**config.mk**
```make
export PLATFORM = sky130hd
export DESIGN_NAME = gate_arbiter
export DESIGN_NICKNAME = d
export VERILOG_FILES = /design/src/rtl/parking_pkg.sv /design/src/rtl/rr_picker.sv /design/src/rtl/gate_arbiter.sv
export SDC_FILE = /design/constraint.sdc
export NUM_CORES = 1
export LEC_CHECK = 0
export CAP_MARGIN = 40
export CORE_ASPECT_RATIO = 2
export CORE_UTILIZATION = 25
export CTS_BUF_LIST = sky130_fd_sc_hd__clkbuf_8
export DETAILED_ROUTE_END_ITERATION = 8
export GPL_ROUTABILITY_DRIVEN = 0
export PLACE_DENSITY = 0.56
export SYNTH_ARGS = -nofsm -noshare
export SYNTH_HDL_FRONTEND = slang
export SYNTH_SLANG_ARGS = --single-unit
```
**constraint.sdc**
```tcl
create_clock -name clock -period 3.6 [get_ports clock]
set_clock_uncertainty 0.2 [all_clocks]
set_input_delay 1.08 -clock clock [delete_from_list [all_inputs] [get_ports clock]]
set_output_delay 1.08 -clock clock [all_outputs]
set_load 0.01 [all_outputs]
```
**src/rtl/parking_pkg.sv**
```systemverilog
// Shared types and constants for the parking gate arbiter.
// Latency: n/a (declarations only).
// Backpressure: n/a.
package parking_pkg;

  localparam int NUM_GATES_DEF = 4;
  localparam int COUNT_W       = 10;
  localparam int REJ_W         = 8;

  typedef enum logic [1:0] {
    IDLE   = 2'd0,
    ISSUE  = 2'd1,
    SETTLE = 2'd2
  } arb_state_t;

endpackage

```
**src/rtl/rr_picker.sv**
```systemverilog
// Round-robin picker: first requesting gate at or after rr_ptr.
// Latency: combinational.
// Backpressure: none; any_vld is low when no gate requests.
module rr_picker #(
  parameter int NUM_GATES = 4,
  parameter int IDX_W     = 2
) (
  input  logic [NUM_GATES-1:0] req,
  input  logic [IDX_W-1:0]     rr_ptr,
  output logic [IDX_W-1:0]     winner,
  output logic                 any_vld
);

  always_comb begin
    int idx;
    logic [IDX_W-1:0] sel;
    idx     = 0;
    sel     = '0;
    winner  = '0;
    any_vld = 1'b0;
    for (int i = 0; i < NUM_GATES; i++) begin
      idx = (int'(rr_ptr) + i) % NUM_GATES;
      sel = idx[IDX_W-1:0];
      if (!any_vld && req[sel]) begin
        any_vld = 1'b1;
        winner  = sel;
      end
    end
  end

endmodule

```
**src/rtl/gate_arbiter.sv**
```systemverilog
// Serialises entry/exit requests from NUM_GATES gates onto one Parking instance.
// Latency: gate_req rise to gate_done is 2 cycles; Parking pulses at least 3 cycles apart.
// Backpressure: gates hold gate_req until gate_done; a gate dropping early is skipped.
module gate_arbiter
  import parking_pkg::*;
#(
  parameter int NUM_GATES = NUM_GATES_DEF
) (
  input  logic                 clock,
  input  logic                 reset,
  input  logic [NUM_GATES-1:0] gate_req,
  input  logic [NUM_GATES-1:0] gate_is_exit,
  input  logic [NUM_GATES-1:0] gate_is_uni,
  output logic [NUM_GATES-1:0] gate_done,
  output logic [NUM_GATES-1:0] gate_ok,
  input  logic [COUNT_W-1:0]   uni_parked_car,
  input  logic [COUNT_W-1:0]   free_parked_car,
  input  logic                 uni_is_vacated_space,
  input  logic                 free_is_vacated_space,
  output logic                 car_entered,
  output logic                 is_uni_car_entered,
  output logic                 car_exited,
  output logic                 is_uni_car_exited,
  output logic [REJ_W-1:0]     reject_count
);

  localparam int IDX_W = (NUM_GATES > 1) ? $clog2(NUM_GATES) : 1;
  localparam logic [IDX_W-1:0] LAST_IDX = IDX_W'(NUM_GATES - 1);

  arb_state_t             state_q, state_d;
  logic [IDX_W-1:0]       winner_q, winner_d;
  logic [IDX_W-1:0]       rr_ptr_q, rr_ptr_d;
  logic [IDX_W-1:0]       pick_idx;
  logic                   pick_vld;
  logic [NUM_GATES-1:0]   done_d, ok_d;
  logic                   entered_d, uni_entered_d, exited_d, uni_exited_d;
  logic [REJ_W-1:0]       rej_d;
  logic                   win_req, win_exit, win_uni, win_ok;

  rr_picker #(
    .NUM_GATES (NUM_GATES),
    .IDX_W     (IDX_W)
  ) u_picker (
    .req     (gate_req),
    .rr_ptr  (rr_ptr_q),
    .winner  (pick_idx),
    .any_vld (pick_vld)
  );

  // Admission uses only Parking's live flags, so capacity changes need no local state.
  assign win_req  = gate_req[winner_q];
  assign win_exit = gate_is_exit[winner_q];
  assign win_uni  = gate_is_uni[winner_q];
  assign win_ok   = win_exit ? (win_uni ? (uni_parked_car != '0) : (free_parked_car != '0))
                             : (win_uni ? uni_is_vacated_space : free_is_vacated_space);

  always_comb begin
    state_d       = state_q;
    winner_d      = winner_q;
    rr_ptr_d      = rr_ptr_q;
    done_d        = '0;
    ok_d          = '0;
    entered_d     = 1'b0;
    uni_entered_d = 1'b0;
    exited_d      = 1'b0;
    uni_exited_d  = 1'b0;
    rej_d         = reject_count;
    case (state_q)
      IDLE: begin
        if (pick_vld) begin
          winner_d = pick_idx;
          state_d  = ISSUE;
        end
      end
      ISSUE: begin
        rr_ptr_d = (winner_q == LAST_IDX) ? '0 : winner_q + IDX_W'(1);
        if (!win_req) begin
          state_d = IDLE;
        end else begin
          state_d          = SETTLE;
          done_d[winner_q] = 1'b1;
          ok_d[winner_q]   = win_ok;
          if (win_ok && win_exit) begin
            exited_d     = 1'b1;
            uni_exited_d = win_uni;
          end else if (win_ok) begin
            entered_d     = 1'b1;
            uni_entered_d = win_uni;
          end else if (reject_count != '1) begin
            rej_d = reject_count + REJ_W'(1);
          end
        end
      end
      SETTLE:  state_d = IDLE;
      default: state_d = IDLE;
    endcase
  end

  always_ff @(posedge clock) begin
    if (reset) begin
      state_q            <= IDLE;
      winner_q           <= '0;
      rr_ptr_q           <= '0;
      gate_done          <= '0;
      gate_ok            <= '0;
      car_entered        <= 1'b0;
      is_uni_car_entered <= 1'b0;
      car_exited         <= 1'b0;
      is_uni_car_exited  <= 1'b0;
      reject_count       <= '0;
    end else begin
      state_q            <= state_d;
      winner_q           <= winner_d;
      rr_ptr_q           <= rr_ptr_d;
      gate_done          <= done_d;
      gate_ok            <= ok_d;
      car_entered        <= entered_d;
      is_uni_car_entered <= uni_entered_d;
      car_exited         <= exited_d;
      is_uni_car_exited  <= uni_exited_d;
      reject_count       <= rej_d;
    end
  end

endmodule

```
# --- Yosys cells after proc, flatten, opt, wreduce, memory -nomap -nowiden ---
# Cells that the tools add are included.
word_totals:
  inputBits: 36
  out_inout_bits: 20
  elab_cells: 80
  reg_bits: 26
op_classes:
  n_reduce_logical: 17
  mux: 33
  eq_ne: 4
  bitwise: 5
  add_sub_neg: 5
  n_lt_le_gt_ge: 6
op_table:
  columns: ["op", "count"]
  rows:
  - ["$reduce_bool 10->1", 2]
  - ["$mux 1", 17]
  - ["$lt 2x3->1 const B", 5]
  - ["$bmux 1 s2", 7]
  - ["$mux 2", 7]
  - ["$add 8x1->8 const B", 1]
  - ["$ne 8x8->1 const B", 1]
  - ["$reduce_or 4->1", 2]
  - ["$logic_and 1x1->1", 5]
  - ["$reduce_and 5->1", 1]
  - ["$reduce_or 5->1", 1]
  - ["$add 2x1->2 const B", 2]
  - ["$add 2x2->2 const B", 2]
  - ["$and 4x4->4", 1]
  - ["$not 1->1", 4]
  - ["$pmux 2 s2", 1]
  - ["$logic_not 1->1", 3]
  - ["$reduce_or 3->1", 1]
  - ["$demux 1 s2", 1]
  - ["$eq 2x1->1 const B", 1]
  - ["$eq 2x2->1 const B", 1]
  - ["$ge 2x1->1 const B", 1]
  - ["$logic_not 2->1", 1]
  - ["$ne 2x2->1 const B", 1]
  - ["$reduce_and 2->1", 1]

# --- Logic depth before layout (Yosys ltp) ---
# Gate-level depths: netlist of the first run.
depth:
  depth_word: 14
  ltp_mapped: 7
  depth_no_buf: 5

# --- Modules after synthesis ---
# From an unflattened synthesis of the first run, not the netlist that was laid out.
hier_totals:
  hier_cells: 132
  area_unflattened_um2: 1265.0
by_module_without_submodules:
  columns: ["module", "instances", "cells_each", "area_each_um2"]
  rows:
  - ["gate_arbiter", 1, 117, 1187.4]
  - ["rr_picker", 1, 15, 77.6]

# --- Worst setup path before layout of the first run ---
# Ideal clock, no wire load.
synth_path:
  path_type: "input to register"
  start: "in gate_is_uni[3]"
  end: "reg reject_count[5]"
  arrival_time_ns: 2.593
  setup_slack_ns: 0.686
  required_time_ns: 3.279
  stages: 6
  setup_ns: 0.121
  n_path_buf: 1
  path_cell_list: "mux4_2 mux2i_4 o211ai_2 buf_6 nor4_1 mux2_2"
synth_via:
  elab_chain_len: 7
synth_lines:
  columns: ["item", "line", "text"]
  rows:
  - ["start: declaration", "gate_arbiter.sv:13", "input logic [NUM_GATES-1:0] gate_is_uni,"]
  - ["$bmux 1 s2 *", "gate_arbiter.sv:53", "assign win_uni = gate_is_uni[winner_q];"]
  - ["$mux 1 (not written as such) *", "gate_arbiter.sv:53", null]
  - ["$mux 1 (on tied branches)", "gate_arbiter.sv:55, gate_arbiter.sv:54", null]
  - ["$mux 1 *", "gate_arbiter.sv:54", "assign win_ok = win_exit ? (win_uni ? (uni_parked_car != '0) : (free_parked_car != '0))"]
  - ["$logic_and 1x1->1", "gate_arbiter.sv:83", "if (win_ok && win_exit) begin"]
  - ["$not 1->1 (no source line)", null, null]
  - ["$reduce_and 5->1 (no source line) *", null, null]
  - ["end signal: assignment", "gate_arbiter.sv:121", "reject_count <= rej_d;"]
  - ["end: declaration", "gate_arbiter.sv:24", "output logic [REJ_W-1:0] reject_count"]
# Mark *: on every way between the ends. The rest lies on a longest branch, timed or not. The select of a mux whose other input is x is not followed.
# A chain may end at the register's enable or synchronous reset.

# --- Worst setup path after layout of the first run ---
layout_path:
  start: "in gate_is_uni[1]"
  end: "reg reject_count[5]"
# Same word-level chain as after synthesis.

==> run metrics, run 1 <==
count of clock tree sinks 26; Max clock buf depth 2; post-route setup TNS 0 ns; fraction of the mapped netlist area in adder cells 5.04%; Antenna diodes 0; Total GRT Usage a little under an eighth; main flop type after synthesis sky130_fd_sc_hd__dfxtp_1; post-synthesis async set-or-reset flop share 0%; period utilization 91.0%; number of antenna violations at the first check in global routing 0; top-area cell type share of the netlist area a little over two fifths; worst hold-check slack between 0.3 and 0.4 ns; static leakage 0.683 nW; top-count cell post-synth sky130_fd_sc_hd__dfxtp_1; placed instance area 1840 um2; post-synth design cell area between 1000 and 1500 um2; clock-pin slew of the registers on the worst-case setup and hold paths approximately 0.09 ns; Worst VDD drop about 0.15 mV; via count of the routed design approximately 1100; nets in the synthesized netlist 170; cell area after layout around 1900 um2; floorplan row count 36; Worst Path Max Fanout 18; Post-Synth XOR/XNOR Area 0%; number of buffers inserted by post-CTS setup repair 0; Tightest Pin Transition approximately 0.79 ns; 1st-iter DRT viols 13; number of warning messages in the yosys log 0; NumNets Final between 200 and 250; post-route antenna net violation count 0; overflow left after global routing 0; areal power density over the cells 346 nW/um2; CP startpoint kind primary input; vias per std cell 4.72; total of cells resized after clock tree synthesis 0; unrepaired setup endpoints after global routing no; cell count after synthesis around 130; starting density of the core between 20 and 30%; Total Die Area around 5300 um2; DPL Wire Length ~2.4 mm; average routed wire per standard cell roughly 12 um; H-tree depth 1; fraction of the mapped netlist area in compound gates roughly an eighth; CTS hold repair buffers 0; top achievable clock speed between 300 and 400 MHz; cell types occupying the most area after synthesis sky130_fd_sc_hd__dfxtp_1 (42%), sky130_fd_sc_hd__and2_1 (5.5%), sky130_fd_sc_hd__a21oi_1 (5.2%); sort of element at the end of the critical path flip-flop; EDFF count, synth 0; total core area about 4800 um2; number of library cell types mapped by synthesis 33; number of global-route vias before repair around 1100; # fillers between 400 and 500; required time at the worst-slack endpoint about 3.6 ns; share of cell area taken by muxes after synthesis between 10 and 15%; maximum number of pins on one net before global-route repair 19; insertion delay to the later sink of the worst-skew pair between 0.2 and 0.3 ns; die width 51.9 um; storage element area 520 um2; first-pass GRT wire length 4.65 mm; Hold/Removal Path Class flip-flop to flip-flop; drt pass-1 iters 4; # port buffers 55; Synth Register Bits 26; count of endpoints failing setup in the final report 0; number of top-level pins 56; Clk Tree Root Cell sky130_fd_sc_hd__clkbuf_8; outcome finished clean; commonest cells in the netlist sky130_fd_sc_hd__dfxtp_1 (26), sky130_fd_sc_hd__a21oi_1 (13), sky130_fd_sc_hd__nor2_1 (13), sky130_fd_sc_hd__and2_1 (11), sky130_fd_sc_hd__nor4_1 (6); post-synthesis simple-gate area fraction between 20% and 30%; final routed wirelength across all metal layers between 3 and 4 mm; TritonCTS clock tree done; final hold viol count 0; final-report max-slew violation count 0; syn avg cell area roughly 9.6 um2; post-synth top area cell sky130_fd_sc_hd__dfxtp_1; start-to-end type of the worst setup path primary input to flip-flop; Die Y between 100 and 150 um; final period demand of the worst path ~3.3 ns; reported max-cap violation count 0; share of layout cells above drive strength 1 between 6 and 7%; share of synthesized area occupied by flip-flops and latches between 40% and 50%; normalized max-slew margin between 40% and 50%; main combinational cell family by area after synthesis simple AND/OR/NAND/NOR gates; synthesis-to-finish area growth 53.7%; Crit path arrival time 3.24 ns; area of combinational cells with multiple inputs about 670 um2; TritonCTS Buffers 3; remaining design rule violation count 0
## cells in the final DEF, fill, tap and decap left out, types with 3 or more instances in the layout
| master | instances |
|---|---|
| sky130_fd_sc_hd__a21oi_1 | 13 |
| sky130_fd_sc_hd__dfxtp_1 | 26 |
| sky130_fd_sc_hd__clkdlybuf4s50_1 | 55 |
| sky130_fd_sc_hd__clkbuf_8 | 3 |
| sky130_fd_sc_hd__nor4_1 | 6 |
| sky130_fd_sc_hd__o21ai_0 | 4 |
| sky130_fd_sc_hd__nand4_1 | 3 |
| sky130_fd_sc_hd__nor2_1 | 13 |
| sky130_fd_sc_hd__nand3_1 | 4 |
| sky130_fd_sc_hd__inv_1 | 4 |
| sky130_fd_sc_hd__ha_1 | 5 |
| sky130_fd_sc_hd__nor2b_1 | 3 |
| sky130_fd_sc_hd__o31ai_1 | 4 |
| sky130_fd_sc_hd__or4_1 | 4 |
| sky130_fd_sc_hd__nand2_1 | 3 |
| sky130_fd_sc_hd__and2_1 | 11 |
## power by group
| part | internal, mW | switching, mW |
|---|---|---|
| clock network | 0.149 | 0.0907 |
| registers | 0.296 | 0.00889 |
| logic | 0.0672 | 0.0485 |
| total | 0.512 | 0.148 |
## metal layers
| metal | vias to the layer above | GRT usage (%) | share of wire [%] |
|---|---|---|---|
| li1 | 584 | - | - |
| met4 | 0 | 4.99 | 0.96 |
| met2 | 43 | 21.5 | 51 |
| met5 | - | 0 | 0 |
| met1 | 508 | 12.1 | 41 |
| met3 | 2 | 1.95 | 7.2 |
## logic make-up (layout without fill, tap and decap cells)
| logic type | count (synthesis) | count (layout) |
|---|---|---|
| buffers and inverters | 9 | 64 |
| multiplexers | 7 | 7 |
| AND/OR/NAND/NOR | 56 | 56 |
| AO/OA/AOI/OAI | 26 | 26 |
| flip-flops | 26 | 26 |
| adder cells (fa/ha/maj) | 5 | 5 |
## layout make-up
type / instances / area share (%)
multi-input cells: 94 / 35.3
well taps: 57 / 3.74
clock inverters: 1 / 1.57
inverters: 4 / 0.786
flip-flops and latches: 26 / 27.3
repair buffers: 56 / 29.2
clock buffers: 3 / 2.16
## flip-flops by register name, summed over array words and instances, names as in the netlist
register and count:
car_entered 1, car_exited 1, gate_done 4, gate_ok 4
is_uni_car_entered 1, is_uni_car_exited 1, reject_count 8, rr_ptr_q 2
state_q 2, winner_q 2
## critical path, stage by stage
cell and delay [ns]:
sky130_fd_sc_hd__clkdlybuf4s50_1 0.42, sky130_fd_sc_hd__mux4_2 0.54, sky130_fd_sc_hd__o211a_1 0.44, sky130_fd_sc_hd__nor4_1 0.39
sky130_fd_sc_hd__mux2_2 0.37
## path summary, 6_finish.rpt
path              startpoint               to  slack [ns]  cells past startpoint
min          reject_count[7]  reject_count[7]        0.33                      2
max reg2reg      winner_q[0]  reject_count[5]        0.93                      4
min reg2reg  reject_count[7]  reject_count[7]        0.33                      2
max           gate_is_uni[1]  reject_count[5]        0.32                      5
## through the flow
stage / worst slack (ns) / util, % / std cells / total power [mW]
after floorplan: 0.686 / - / 129 / 0.371
after global routing: 0.288 / 39.6 / 241 / 0.691
after global placement: 0.137 / 38.1 / 237 / 0.426
after CTS: 0.330 / 39.6 / 241 / 0.670
after detailed placement: 0.0473 / 38.1 / 237 / 0.429
final: 0.322 / 39.6 / 241 / 0.660
(Power assumes the default switching activity.)
==> run 2: changes to the inputs <==
--- a/config.mk
+++ b/config.mk
@@ -11,6 +11,8 @@
 export CTS_BUF_LIST = sky130_fd_sc_hd__clkbuf_8
 export DETAILED_ROUTE_END_ITERATION = 8
 export GPL_ROUTABILITY_DRIVEN = 0
+export GPL_TIMING_DRIVEN = 0
+export MAX_ROUTING_LAYER = met4
 export PLACE_DENSITY = 0.56
 export SYNTH_ARGS = -nofsm -noshare
 export SYNTH_HDL_FRONTEND = slang
==> run 2 against run 1 <==
Effect of this change:
- sequential share of layout area shrank 0.37 points
- global-route usage grew 0.83 points
- sequential cell count is the same
- non-clock buffer count grew 4
- critical path depth grew 1
- via count grew 5.5%
- combinational power grew 7%
- cell count grew 1.7%
- first-iteration DRC count grew 54%
- worst hold slack lost 0.020 ns
- clock-buffer cell count is the same
- sequential power is essentially flat
==> run metrics, run 2 (synthesized netlist as in run 1, its figures left out) <==
outcome finished clean; number of buffers inserted by post-CTS setup repair 0; starting density of the core between 20% and 30%; H-tree depth 1; registers with the most flip-flops reject_count x8, gate_done x4, gate_ok x4; Hold/Removal Path Class flip-flop to flip-flop; final-report max-slew violation count 0; DPL Wire Length 2.44 mm; CTS hold repair buffers 0; met2 Use GR roughly 22%; Total GRT Usage between 10% and 20%; sort of element at the end of the critical path flip-flop; Worst Path Max Fanout 10; final setup margin about 0.38 ns; drt pass-1 iters 4; met3 usage between 2 and 2.5%; Worst VDD drop roughly 0.27 mV; first-pass GRT wire length 4.82 mm; areal power density over the cells roughly 350 nW/um2; total of cells resized after clock tree synthesis 0; remaining design rule violation count 0; TritonCTS Buffers 3; final period demand of the worst path 3.22 ns; period utilization about nine tenths; NumNets Final 230; required time at the worst-slack endpoint 3.57 ns; Total Die Area 5270 um2; GR met1 Demand/Resource 13.1%; count of clock tree sinks 26; Tightest Pin Transition 0.784 ns; total core area about 4800 um2; average routed wire per standard cell 12.2 um; static leakage approximately 0.69 nW; Max clock buf depth 2; # port buffers 55; number of antenna violations at the first check in global routing 0; top achievable clock speed a little over 300 MHz; launching point of the worst reg2reg path winner_q[0]; CP Launch Point gate_is_uni[3]; Post-Route Utilization approximately two fifths; share of layout cells above drive strength 1 6.91%; number of top-level pins between 50 and 60; post-route setup TNS 0 ns; post-placement worst setup slack 0.0889 ns; launch instance of the worst min-delay path reject_count[7]; Largest register FFs 8; overflow left after global routing 0; start-to-end type of the worst setup path primary input to flip-flop; global-route layer with the greatest usage met2; 1st-iter DRT viols 20; most used cells in the layout excluding fill and tap cells sky130_fd_sc_hd__clkdlybuf4s50_1 (55), sky130_fd_sc_hd__dfxtp_1 (26), sky130_fd_sc_hd__nor2_1 (13), sky130_fd_sc_hd__a21oi_1 (13), sky130_fd_sc_hd__and2_1 (11); final hold viol count 0; vias per std cell approximately 5; maximum number of pins on one net before global-route repair 16; post-route antenna net violation count 0; Antenna diodes 0; unrepaired setup endpoints after global routing no; Clk Tree Root Cell sky130_fd_sc_hd__clkbuf_8; TritonCTS clock tree done; die width around 52 um; floorplan row count 36; reported max-cap violation count 0; CP startpoint kind primary input; Die Y around 100 um; synthesis-to-finish area growth 55.8%; number of global-route vias before repair around 1100; final routed wirelength across all metal layers ~3.0 mm; normalized max-slew margin 47.0%; Crit path arrival time 3.19 ns; via count of the routed design 1200; most common cell after layout, fill and taps aside sky130_fd_sc_hd__clkdlybuf4s50_1; clock-pin slew of the registers on the worst-case setup and hold paths 0.09 ns; insertion delay to the later sink of the worst-skew pair between 0.2 and 0.3 ns; register bank with the most flops reject_count; count of endpoints failing setup in the final report 0
-- run 2: cell types whose count changed in the layout (fill, tap and decap cells not counted), sizes merged --
| cell | change |
|---|---|
| clkbuf | +3 |
| buf | +1 |
-- run 2: where the power goes --
group	switching [mW]	total [mW]	leakage [nW]	internal, mW
combinational	0.0531	0.124	0.447	0.0711
sequential	0.00695	0.303	0.211	0.297
clock	0.0920	0.241	0.0357	0.149
-- run 2: per-stage QoR --
stage                     std cells  area (um2)  hold slack (ns)  total power, mW
after global routing            245        1940            0.328            0.699
after floorplan                 129        1240            0.309            0.371
after global placement          241        1860            0.298            0.434
after detailed placement        241        1860            0.298            0.435
final                           245        1940            0.309            0.668
after CTS                       245        1940            0.313            0.673
-- run 2: final timing paths --
| check | endpoint | slack, ns | cells after the start |
|---|---|---|---|
| max | gate_ok[3] | 0.38 | 6 |
| min | reject_count[7] | 0.31 | 2 |
| max reg2reg | gate_ok[3] | 1.06 | 6 |
| min reg2reg | reject_count[7] | 0.31 | 2 |
-- run 2: cell type report --
type / count / area (um2)
Clock inverter: 1 / 30.0
Multi-Input combinational cell: 94 / 673
Tap cell: 57 / 71.3
Inverter: 4 / 15.0
Timing Repair Buffer: 55 / 551
Fill cell: 499 / 2880
Clock buffer: 3 / 41.3
Buffer: 5 / 33.8
Sequential cell: 26 / 520
-- run 2: critical path, stage by stage --
cell	delay, ns
sky130_fd_sc_hd__clkdlybuf4s50_1	0.41
sky130_fd_sc_hd__mux4_2	0.56
sky130_fd_sc_hd__o211a_1	0.36
sky130_fd_sc_hd__clkbuf_1	0.24
sky130_fd_sc_hd__or2_2	0.37
sky130_fd_sc_hd__and2_1	0.16
-- run 2: layer usage --
layer	up-vias	wire [um]
li1	594	-
met1	549	1170
met2	53	1540
met3	4	230
met4	0	38
met5	-	0
==> RTL edit (settings of run 2) <==
The package constant `COUNT_W` goes from 10 to 11.
--- a/src/rtl/parking_pkg.sv
+++ b/src/rtl/parking_pkg.sv
@@ -4,7 +4,7 @@
 package parking_pkg;
 
   localparam int NUM_GATES_DEF = 4;
-  localparam int COUNT_W       = 10;
+  localparam int COUNT_W       = 11;
   localparam int REJ_W         = 8;
 
   typedef enum logic [1:0] {
Ports: changed (resized free_parked_car and uni_parked_car); port bits go from 56 to 58. No check against the original RTL was run, so the function may have changed too.
==> RTL edit against run 2 <==
Power shrank 7.8%. Area after synthesis grew 2.4%. Sequential cell count is the same. Design area grew 1.2%. Wire length grew 3.4%. Die area grew 2.3%. Setup slack lost 0.076 ns. Sequential share of layout area shrank 0.33 points. Hold slack gained 0.0070 ns.
==> RTL edit: results (changes against run 2) <==
| Metric | Value |
|---|---|
| First-pass GRT wire length | `4.80 mm (-0.58%)` |
| VDD IR max | `0.160 mV (-42%)` |
| DRT iter0 DRCs | `32 (+60%)` |
| Sequential share of the synthesized area | `40.9% (-0.99 points)` |
| H-tree depth | `1 (unchanged)` |
| WL per Instance | `12.3 µm (+0.51%)` |
| Placed Instance Area | `0.00190 mm² (+2.1%)` |
| Clock share of power | `30.2% (-5.8 points)` |
| R2R setup slack | `0.97 ns (-0.09 ns)` |
| Hold Path End | `reject_count[7]` |
| Hold Crit Start | `reject_count[7]` |
| Initial antenna violation count | `0 (unchanged)` |
| Crit-path leading delay family | `multiplexers` |
| Synth unique cells | `32 (-3.0%)` |
| Fillcell total | `510 (+2.2%)` |
| Antenna Cells | `0 (unchanged)` |
| Tot Pwr | `616 µW (-7.8%)` |
| Total Routing Usage GR | `12.2% (-0.20 points)` |
| Crit Path Category | `input pin to flip-flop` |
| Combinational power share | `20.6% (+2.0 points)` |
| Most instantiated cells after synthesis | `dfxtp_1, nor2_1, a21oi_1` |
| Worst EP arrival | `3.26 ns (+0.07 ns)` |
| Synth Area in Adders | `4.92% (-0.12 points)` |
| Reg2reg path depth | `7 (+1)` |
| HPWL after DPL | `2.50 mm (+2.5%)` |
| P_leak | `0.718 nW (+3.5%)` |
| Mux cell area share after synthesis | `11.7% (+1.3 points)` |
| Largest net degree at the start of global routing | `15 (-1)` |
| Compound-Gate Fraction of Synth Area | `9.64% (-3.6 points)` |
| Post-Synth XOR/XNOR Area | `0% (unchanged)` |
| Synth area leaders | `dfxtp_1, ha_1, nor2_1` |
| Reg2reg start | `winner_q[0]` |
| Status | `complete, no violations` |
| Final net count | `239 (+3.9%)` |
| Buffers on Ports | `56 (+1.8%)` |
| DP Worst Slack | `-0.0118 ns (-0.101 ns)` |
| Number of global-route vias before repair | `1,106 (-1.2%)` |
| Final cell count without fillers | `252 (+2.9%)` |
| Peak per-stage delay on the critical path | `0.55 ns` |
| Cell count after synthesis | `135 (+4.7%)` |
| Num CTS Buffers | `3 (unchanged)` |
| Minimum clock period | `3.29 ns (+0.0763 ns)` |
| Tightest Pin Transition | `0.810 ns (+0.0261 ns)` |
| Switch share | `24.2% (+1.5 points)` |
| Critical path's slowest cell | `mux4_2` |
| Post-Synthesis Net Count | `178 (+4.7%)` |
| Asr flop ratio synth | `0% (unchanged)` |
| Worst-case hold slack | `0.316 ns (+0.00703 ns)` |
| Share of cells above drive strength 1 | `7.69% (+0.78 points)` |
| Crit Reg-Reg Endpoint | `reject_count[3]` |
| Via density | `4.73 (-3.5%)` |
| Post-CTS sizing | `0 (unchanged)` |
[RTL edit: cell count changes after synthesis, moves of 3 or more]
cell     delta
nand2_1     +3
nor3_1      +3
o21ai_0     -3
nor2_1      +3
a21oi_1     -3
[RTL edit: layout make-up]
| type | instances | area (µm²) | share of cell area [%] |
|---|---|---|---|
| repair buffers | 56 | 561 | 28.6 |
| multi-input cells | 100 | 702 | 35.8 |
| inverters | 4 | 15.0 | 0.766 |
| well taps | 57 | 71.3 | 3.64 |
| plain buffers | 5 | 35.0 | 1.79 |
| clock buffers | 4 | 55.1 | 2.81 |
| flip-flops and latches | 26 | 520 | 26.6 |
[RTL edit: routing by layer]
metal | global-route usage (%) | share of wire (%) | up-vias
met1 | 12.1 | 37 | 543
li1 | - | - | 610
met3 | 1.77 | 5.3 | 2
met2 | 22.8 | 56 | 36
met5 | - | 0 | -
met4 | 4.86 | 1.3 | 0
